<file path="src/rtl/px_bounce_gen.sv">
// px_bounce_gen: pixel source one stage upstream of vga_controller.
// Draws a four-quadrant grey background with a solid square that moves
// once per frame (during vertical blanking) and bounces off the edges.
// Optional feature macro: BOUNCE_COLOR_CYCLE_EN (box colour steps by
// 12'h111 on every wall hit).
module px_bounce_gen #(
    parameter int          H_ACTIVE  = 640,
    parameter int          V_ACTIVE  = 480,
    parameter int          BOX_SIZE  = 32,
    parameter int          STEP      = 4,
    parameter logic [11:0] BOX_COLOR = 12'hF00
) (
    input  logic        px_clk,
    input  logic        rst,
    input  logic        pause,
    input  logic [10:0] px_h,
    input  logic [10:0] px_v,
    output logic [11:0] px_data,
    output logic        frame_tick
);

    localparam logic [11:0] H_ACT_W = 12'(H_ACTIVE);
    localparam logic [11:0] V_ACT_W = 12'(V_ACTIVE);
    localparam logic [11:0] BOX_W   = 12'(BOX_SIZE);
    localparam logic [11:0] STEP_W  = 12'(STEP);
    localparam logic [11:0] H_LIM   = 12'(H_ACTIVE - BOX_SIZE);
    localparam logic [11:0] V_LIM   = 12'(V_ACTIVE - BOX_SIZE);
    localparam logic [11:0] H_HALF  = 12'(H_ACTIVE / 2);
    localparam logic [11:0] V_HALF  = 12'(V_ACTIVE / 2);

    // Direction encoded as {dy, dx}, a 1 meaning the positive direction.
    typedef enum logic [1:0] {
        UP_LEFT    = 2'b00,
        UP_RIGHT   = 2'b01,
        DOWN_LEFT  = 2'b10,
        DOWN_RIGHT = 2'b11
    } dir_t;

    dir_t        dir_q;
    dir_t        dir_next;
    logic [11:0] bx_q;
    logic [11:0] by_q;
    logic [11:0] bx_next;
    logic [11:0] by_next;
    logic        hit_h;
    logic        hit_v;
    logic        vblank;
    logic        vblank_q;
    logic        update;
    logic [11:0] h_w;
    logic [11:0] v_w;
    logic        in_box;
    logic [11:0] pix_next;
    logic [11:0] box_color;

    assign h_w    = {1'b0, px_h};
    assign v_w    = {1'b0, px_v};
    assign vblank = (v_w >= V_ACT_W);
    assign update = vblank && !vblank_q;

`ifdef BOUNCE_COLOR_CYCLE_EN
    logic hit;
    assign hit = hit_h | hit_v;

    // Box colour advances once per hit event; a corner hit counts once.
    always_ff @(posedge px_clk) begin
        if (rst) begin
            box_color <= BOX_COLOR;
        end else if (hit) begin
            box_color <= box_color + 12'h111;
        end
    end
`else
    assign box_color = BOX_COLOR;
`endif

    // Next position and direction, only moving at an unpaused update point.
    always_comb begin
        bx_next  = bx_q;
        by_next  = by_q;
        dir_next = dir_q;
        hit_h    = 1'b0;
        hit_v    = 1'b0;
        if (update && !pause) begin
            if (dir_q[0]) begin
                if (bx_q + STEP_W >= H_LIM) begin
                    bx_next = H_LIM;
                    hit_h   = 1'b1;
                end else begin
                    bx_next = bx_q + STEP_W;
                end
            end else begin
                if (bx_q <= STEP_W) begin
                    bx_next = 12'd0;
                    hit_h   = 1'b1;
                end else begin
                    bx_next = bx_q - STEP_W;
                end
            end
            if (dir_q[1]) begin
                if (by_q + STEP_W >= V_LIM) begin
                    by_next = V_LIM;
                    hit_v   = 1'b1;
                end else begin
                    by_next = by_q + STEP_W;
                end
            end else begin
                if (by_q <= STEP_W) begin
                    by_next = 12'd0;
                    hit_v   = 1'b1;
                end else begin
                    by_next = by_q - STEP_W;
                end
            end
            dir_next = dir_t'({dir_q[1] ^ hit_v, dir_q[0] ^ hit_h});
        end
    end

    // Position, direction and blanking-edge state; vblank_q resets high so
    // releasing reset inside blanking does not fire a spurious update.
    always_ff @(posedge px_clk) begin
        if (rst) begin
            bx_q       <= 12'd0;
            by_q       <= 12'd0;
            dir_q      <= DOWN_RIGHT;
            vblank_q   <= 1'b1;
            frame_tick <= 1'b0;
        end else begin
            bx_q       <= bx_next;
            by_q       <= by_next;
            dir_q      <= dir_next;
            vblank_q   <= vblank;
            frame_tick <= update;
        end
    end

    // Colour for the current coordinate: box, then blanking, then quadrant.
    always_comb begin
        in_box = (h_w >= bx_q) && (h_w < bx_q + BOX_W) &&
                 (v_w >= by_q) && (v_w < by_q + BOX_W);
        if (in_box) begin
            pix_next = box_color;
        end else if ((h_w >= H_ACT_W) || (v_w >= V_ACT_W)) begin
            pix_next = 12'h000;
        end else if (v_w < V_HALF) begin
            pix_next = (h_w < H_HALF) ? 12'hAAA : 12'hBBB;
        end else begin
            pix_next = (h_w < H_HALF) ? 12'hCCC : 12'hDDD;
        end
    end

    // Registered pixel output gives exactly one cycle of latency.
    always_ff @(posedge px_clk) begin
        if (rst) begin
            px_data <= 12'h000;
        end else begin
            px_data <= pix_next;
        end
    end

endmodule
</file>
<file path="config.mk">
export PLATFORM = sky130hd
export DESIGN_NAME = px_bounce_gen
export DESIGN_NICKNAME = d
export VERILOG_FILES = /design/src/rtl/px_bounce_gen.sv
export SDC_FILE = /design/constraint.sdc
export NUM_CORES = 1
export LEC_CHECK = 0
export ABC_AREA = 1
export CAP_MARGIN = 15
export CORE_ASPECT_RATIO = 0.8
export CORE_MARGIN = 2
export CORE_UTILIZATION = 55
export DETAILED_ROUTE_END_ITERATION = 8
export PLACE_DENSITY = 0.87
export REMOVE_ABC_BUFFERS = 1
export SYNTH_ARGS = -nofsm -noshare
export SYNTH_HDL_FRONTEND = slang
export SYNTH_SLANG_ARGS = --single-unit
</file>
<file path="constraint.sdc">
create_clock -name px_clk -period 2.8 [get_ports px_clk]
set_input_delay 0.84 -clock px_clk [delete_from_list [all_inputs] [get_ports px_clk]]
set_output_delay 0.84 -clock px_clk [all_outputs]
set_load 0.01 [all_outputs]
</file>
==> flow_summary.html <==
<table>
<tr><th>Metric</th><th>Value</th></tr>
<tr><th colspan="2">Status</th></tr>
<tr><td>Result of the run</td><td>finished, final reports clean</td></tr>
<tr><th colspan="2">Finish</th></tr>
<tr><td>Antenna diode count</td><td>0</td></tr>
<tr><td>Fraction of final layout cells sized beyond drive strength 1</td><td>6.54%</td></tr>
<tr><td>Net count reported at finish</td><td>553</td></tr>
<tr><td>Area Overhead vs Synth</td><td>14.5%</td></tr>
<tr><th colspan="2">Synthesis</th></tr>
<tr><td>Average footprint of a synthesized cell</td><td>around 6.7 sq um</td></tr>
<tr><td>Post-synthesis sequential element count</td><td>32</td></tr>
<tr><td>Share of synthesized area occupied by flip-flops and latches</td><td>between 20 and 25%</td></tr>
<tr><td>Instance count of the mapped netlist</td><td>462</td></tr>
<tr><td>Post-synth cell types</td><td>39</td></tr>
<tr><td>Number of synthesized flops with an enable pin</td><td>0</td></tr>
<tr><td>Warning count from the yosys run</td><td>0</td></tr>
<tr><td>Post-synthesis cell area</td><td>between 3000 and 4000 sq um</td></tr>
<tr><td>Asr flop ratio synth</td><td>0%</td></tr>
<tr><td>Most common flop cell mapped by yosys</td><td>sky130_fd_sc_hd__dfxtp_1</td></tr>
<tr><th colspan="2">Pwr</th></tr>
<tr><td>Internal power</td><td>791 uW</td></tr>
<tr><td>Net load switching power</td><td>365 uW</td></tr>
<tr><td>Post-layout power</td><td>1160 uW</td></tr>
<tr><td>Logic gate share of total power</td><td>25.0%</td></tr>
<tr><td>Static leakage</td><td>0.00166 uW</td></tr>
<tr><td>Share of power burned in registers</td><td>42.1%</td></tr>
<tr><td>Worst IR Drop VDD</td><td>between 0.15 and 0.2 mV</td></tr>
<tr><td>Clock power share</td><td>33.0%</td></tr>
<tr><td>Switching power share of the total</td><td>between 30% and 40%</td></tr>
<tr><td>Power density over the cells</td><td>327 nW/um^2</td></tr>
<tr><th colspan="2">Global routing</th></tr>
<tr><td>Total global routing overflow</td><td>0</td></tr>
<tr><td>Wire length of the first global-routing pass</td><td>12800 um</td></tr>
<tr><td>Initial antenna violation count</td><td>0</td></tr>
<tr><td>Maximum number of pins on one net before global-route repair</td><td>18</td></tr>
<tr><td>Via count of the first global-routing pass</td><td>2900</td></tr>
<tr><td>Overall Global Routing Usage</td><td>26.1%</td></tr>
<tr><th colspan="2">Clock network</th></tr>
<tr><td>Maximum buffer depth of the clock tree</td><td>2</td></tr>
<tr><td>Post-CTS Hold Buffers</td><td>0</td></tr>
<tr><td>Post-CTS Setup Bufs</td><td>0</td></tr>
<tr><td>Post-cts resize count</td><td>0</td></tr>
<tr><td>Root cell of the clock tree</td><td>sky130_fd_sc_hd__clkbuf_8</td></tr>
<tr><td>Clock transition at the register clock pins on the worst setup and hold paths after CTS</td><td>60 ps</td></tr>
<tr><td>Clock sink count</td><td>32</td></tr>
<tr><td>Clock insertion delay at the later pin of the skew report</td><td>about 290 ps</td></tr>
<tr><td>Htree depth</td><td>2</td></tr>
<tr><td>CTS Buf Count</td><td>5</td></tr>
<tr><td>Clock tree from TritonCTS</td><td>yes</td></tr>
<tr><th colspan="2">Floorplanning</th></tr>
<tr><td>Core ar.</td><td>5440 sq um</td></tr>
<tr><td>DIE HEIGHT</td><td>71.0 um</td></tr>
<tr><td>Number of placed I/O pins</td><td>38</td></tr>
<tr><td>Row count</td><td>24</td></tr>
<tr><td>Die outline area</td><td>6240 sq um</td></tr>
<tr><td>Chip width</td><td>87.8 um</td></tr>
<tr><td>Initial standard-cell utilization of the core</td><td>56.9%</td></tr>
<tr><th colspan="2">Timing</th></tr>
<tr><td>Least-Margin Pin Slew</td><td>388 ps</td></tr>
<tr><td>Setup repair after global routing missed its margin</td><td>no</td></tr>
<tr><td>F_max</td><td>406 MHz</td></tr>
<tr><td>Max Clock Skew</td><td>12.4 ps</td></tr>
<tr><td>Min cycle time layout</td><td>2460 ps</td></tr>
<tr><td>Max-Slew Margin vs Limit</td><td>between 70% and 80%</td></tr>
<tr><td>Number of endpoints with negative hold slack in the final report</td><td>0</td></tr>
<tr><td>Total negative slack</td><td>0 ps</td></tr>
<tr><td>Finish-stage setup viols</td><td>0</td></tr>
<tr><td>Final-report max-slew violation count</td><td>0</td></tr>
<tr><td>Period utilisation layout</td><td>87.9%</td></tr>
<tr><th colspan="2">Routing</th></tr>
<tr><td>Post-DRT Antenna Nets</td><td>0</td></tr>
<tr><td>Post-detailed-route wirelength per cell</td><td>13.5 um</td></tr>
<tr><td>Drt pass-1 iters</td><td>5</td></tr>
<tr><td>Routed wire length</td><td>7640 um</td></tr>
<tr><td>Routed vias</td><td>3107</td></tr>
<tr><td>Post-detailed-route via-to-cell ratio</td><td>5.48</td></tr>
<tr><td>Detailed-route DRC error count</td><td>0</td></tr>
<tr><td>DR iter-0 viols</td><td>around 300</td></tr>
<tr><th colspan="2">Critical path</th></tr>
<tr><td>Capture instance of the worst register-to-register path</td><td>px_data[11]</td></tr>
<tr><td>Critical setup path kind</td><td>in2reg</td></tr>
<tr><td>Critical Path Sink Type</td><td>register</td></tr>
<tr><td>Cell family with the largest share of critical-path delay</td><td>simple AND/OR/NAND/NOR gates</td></tr>
<tr><td>Reg2reg setup slack</td><td>between 300 and 400 ps</td></tr>
<tr><td>Cell repeated most along the worst path</td><td>sky130_fd_sc_hd__nand2_1</td></tr>
<tr><td>Timing startpoint of the critical path</td><td>px_v[7]</td></tr>
<tr><td>Crit-path max cell delay</td><td>480 ps</td></tr>
<tr><td>Worst reg2reg path depth</td><td>12</td></tr>
<tr><td>FF-to-FF Start</td><td>by_q[5]</td></tr>
<tr><td>Cell with the largest stage delay on the worst path</td><td>sky130_fd_sc_hd__clkdlybuf4s50_1</td></tr>
<tr><td>Critical-path maximum fanout</td><td>4</td></tr>
<tr><td>Startpoint kind of the worst setup timing path</td><td>input pin</td></tr>
<tr><td>Cells traversed along the worst timing path</td><td>clkdlybuf4s50_1 &gt; ha_1 &gt; nand2_1 &gt; o21ai_0 &gt; nand2_1 &gt; o2111ai_1 &gt; nand3_1 &gt; nor2_2 &gt; nand2_1 &gt; nand2_1</td></tr>
<tr><td>Required time at the worst-slack endpoint</td><td>3030 ps</td></tr>
<tr><td>Arrival @ worst endpoint</td><td>2690 ps</td></tr>
<tr><td>Count of buffer and inverter cells on the critical path</td><td>1</td></tr>
<tr><th colspan="2">Min path</th></tr>
<tr><td>Hold Crit Depth</td><td>1</td></tr>
<tr><td>Class of the most critical hold timing path</td><td>reg2reg</td></tr>
<tr><td>Hold EP</td><td>frame_tick</td></tr>
<tr><td>Hold wc startpoint</td><td>vblank_q</td></tr>
<tr><th colspan="2">Placed design</th></tr>
<tr><td>Buffers on Ports</td><td>33</td></tr>
<tr><td>Final weighted congestion in routability-driven placement</td><td>0.925</td></tr>
<tr><td>Sum of net half-perimeters after detailed placement</td><td>5990 um</td></tr>
<tr><th colspan="2">Flow run</th></tr>
<tr><td>Max_cap viols</td><td>0</td></tr>
</table>
layout by cell type (no fill, tap or decap), types with 2 or more instances in the layout:
master and instances:
sky130_fd_sc_hd__a21oi_2 2, sky130_fd_sc_hd__o21ai_0 27, sky130_fd_sc_hd__o21a_1 3, sky130_fd_sc_hd__buf_4 4, sky130_fd_sc_hd__nand4_1 6, sky130_fd_sc_hd__clkdlybuf4s50_1 33
sky130_fd_sc_hd__nand2_1 93, sky130_fd_sc_hd__clkbuf_8 6, sky130_fd_sc_hd__a31oi_1 3, sky130_fd_sc_hd__nand3_2 5, sky130_fd_sc_hd__nand3b_1 3, sky130_fd_sc_hd__o22ai_1 3
sky130_fd_sc_hd__a21oi_1 31, sky130_fd_sc_hd__dfxtp_1 32, sky130_fd_sc_hd__nor2_1 54, sky130_fd_sc_hd__xor2_1 26, sky130_fd_sc_hd__inv_1 59, sky130_fd_sc_hd__nor3_1 7
sky130_fd_sc_hd__ha_1 40, sky130_fd_sc_hd__nand3_1 20, sky130_fd_sc_hd__clkbuf_1 2, sky130_fd_sc_hd__nand2_2 3, sky130_fd_sc_hd__nor2_2 3, sky130_fd_sc_hd__o2111ai_1 2
sky130_fd_sc_hd__inv_2 3, sky130_fd_sc_hd__o211ai_1 3, sky130_fd_sc_hd__xnor2_1 2
power groups by stage:
stage | clock, uW | sequential [uW] | combinational, uW
floorplan | 0 | 495 | 181
global placement | 0 | 495 | 271
detailed placement | 0 | 496 | 283
CTS | 383 | 486 | 286
global route | 408 | 488 | 329
finish | 381 | 486 | 289
flip-flops by register name, summed over array words and instances, names as in the netlist:
| register | count |
|---|---|
| by_q | 10 |
| px_data | 8 |
| bx_q | 10 |
| frame_tick | 1 |
| vblank_q | 1 |
| dir_q | 2 |
synthesized netlist by cell type, types with 5 or more instances:
library cell              instances  area (sq um)
sky130_fd_sc_hd__buf_4           12          90.1
sky130_fd_sc_hd__xor2_1          26           228
sky130_fd_sc_hd__a21oi_1         31           155
sky130_fd_sc_hd__nor2_1          54           203
sky130_fd_sc_hd__o21ai_0         27           135
sky130_fd_sc_hd__nand4_1          6          37.5
sky130_fd_sc_hd__dfxtp_1         32           641
sky130_fd_sc_hd__nand2_1         93           349
sky130_fd_sc_hd__nand3_1         20           100
sky130_fd_sc_hd__ha_1            40           500
sky130_fd_sc_hd__inv_1           59           221
sky130_fd_sc_hd__nor3_1           7          35.0
sky130_fd_sc_hd__nand3_2          5          50.1
worst max path at each step:
stage / end / slack (ps) / cells after the start
final: px_data[11] / 340 / 10
after global routing: px_data[11] / 210 / 12
after CTS: px_data[11] / 380 / 12
after detailed placement: px_data[11] / 100 / 12
after global placement: px_data[11] / 130 / 12
after floorplan: by_q[2] / 630 / 8
per-layer routing:
metal,global-route usage [%],up-vias,wire length (um)
met5,0,-,0
met4,8.89,0,113
met3,5.37,13,534
met2,41.2,129,3380
met1,35.4,1413,3610
li1,-,1552,-
per-stage QoR:
stage                     area (sq um)  util [%]  setup WS, ps  hold slack (ps)  cells
after floorplan                   2970         -           632              398    443
after global placement            3450      63.4           129              406    559
after detailed placement          3450      63.4          98.7              434    559
after CTS                         3540      65.1           381              442    567
after global routing              3540      65.1           208              449    567
final                             3540      65.1           339              442    567
area by class of cell:
class	count	area [sq um]
multi-input cells	348	2090
fillers	482	1900
flip-flops and latches	32	641
repair buffers	38	380
inverters	63	236
well taps	78	97.6
clock buffers	8	90.1
kinds of logic after synthesis:
logic type               Yosys count  synth area share, %
AND/OR/NAND/NOR                  200                 28.9
adder cells (fa/ha/maj)           40                 16.2
buffers and inverters             82                 11.5
XOR/XNOR                          28                 7.94
flip-flops                        32                 20.7
AO/OA/AOI/OAI                     80                 14.7
Note: power is estimated with default switching activity, not from simulation.
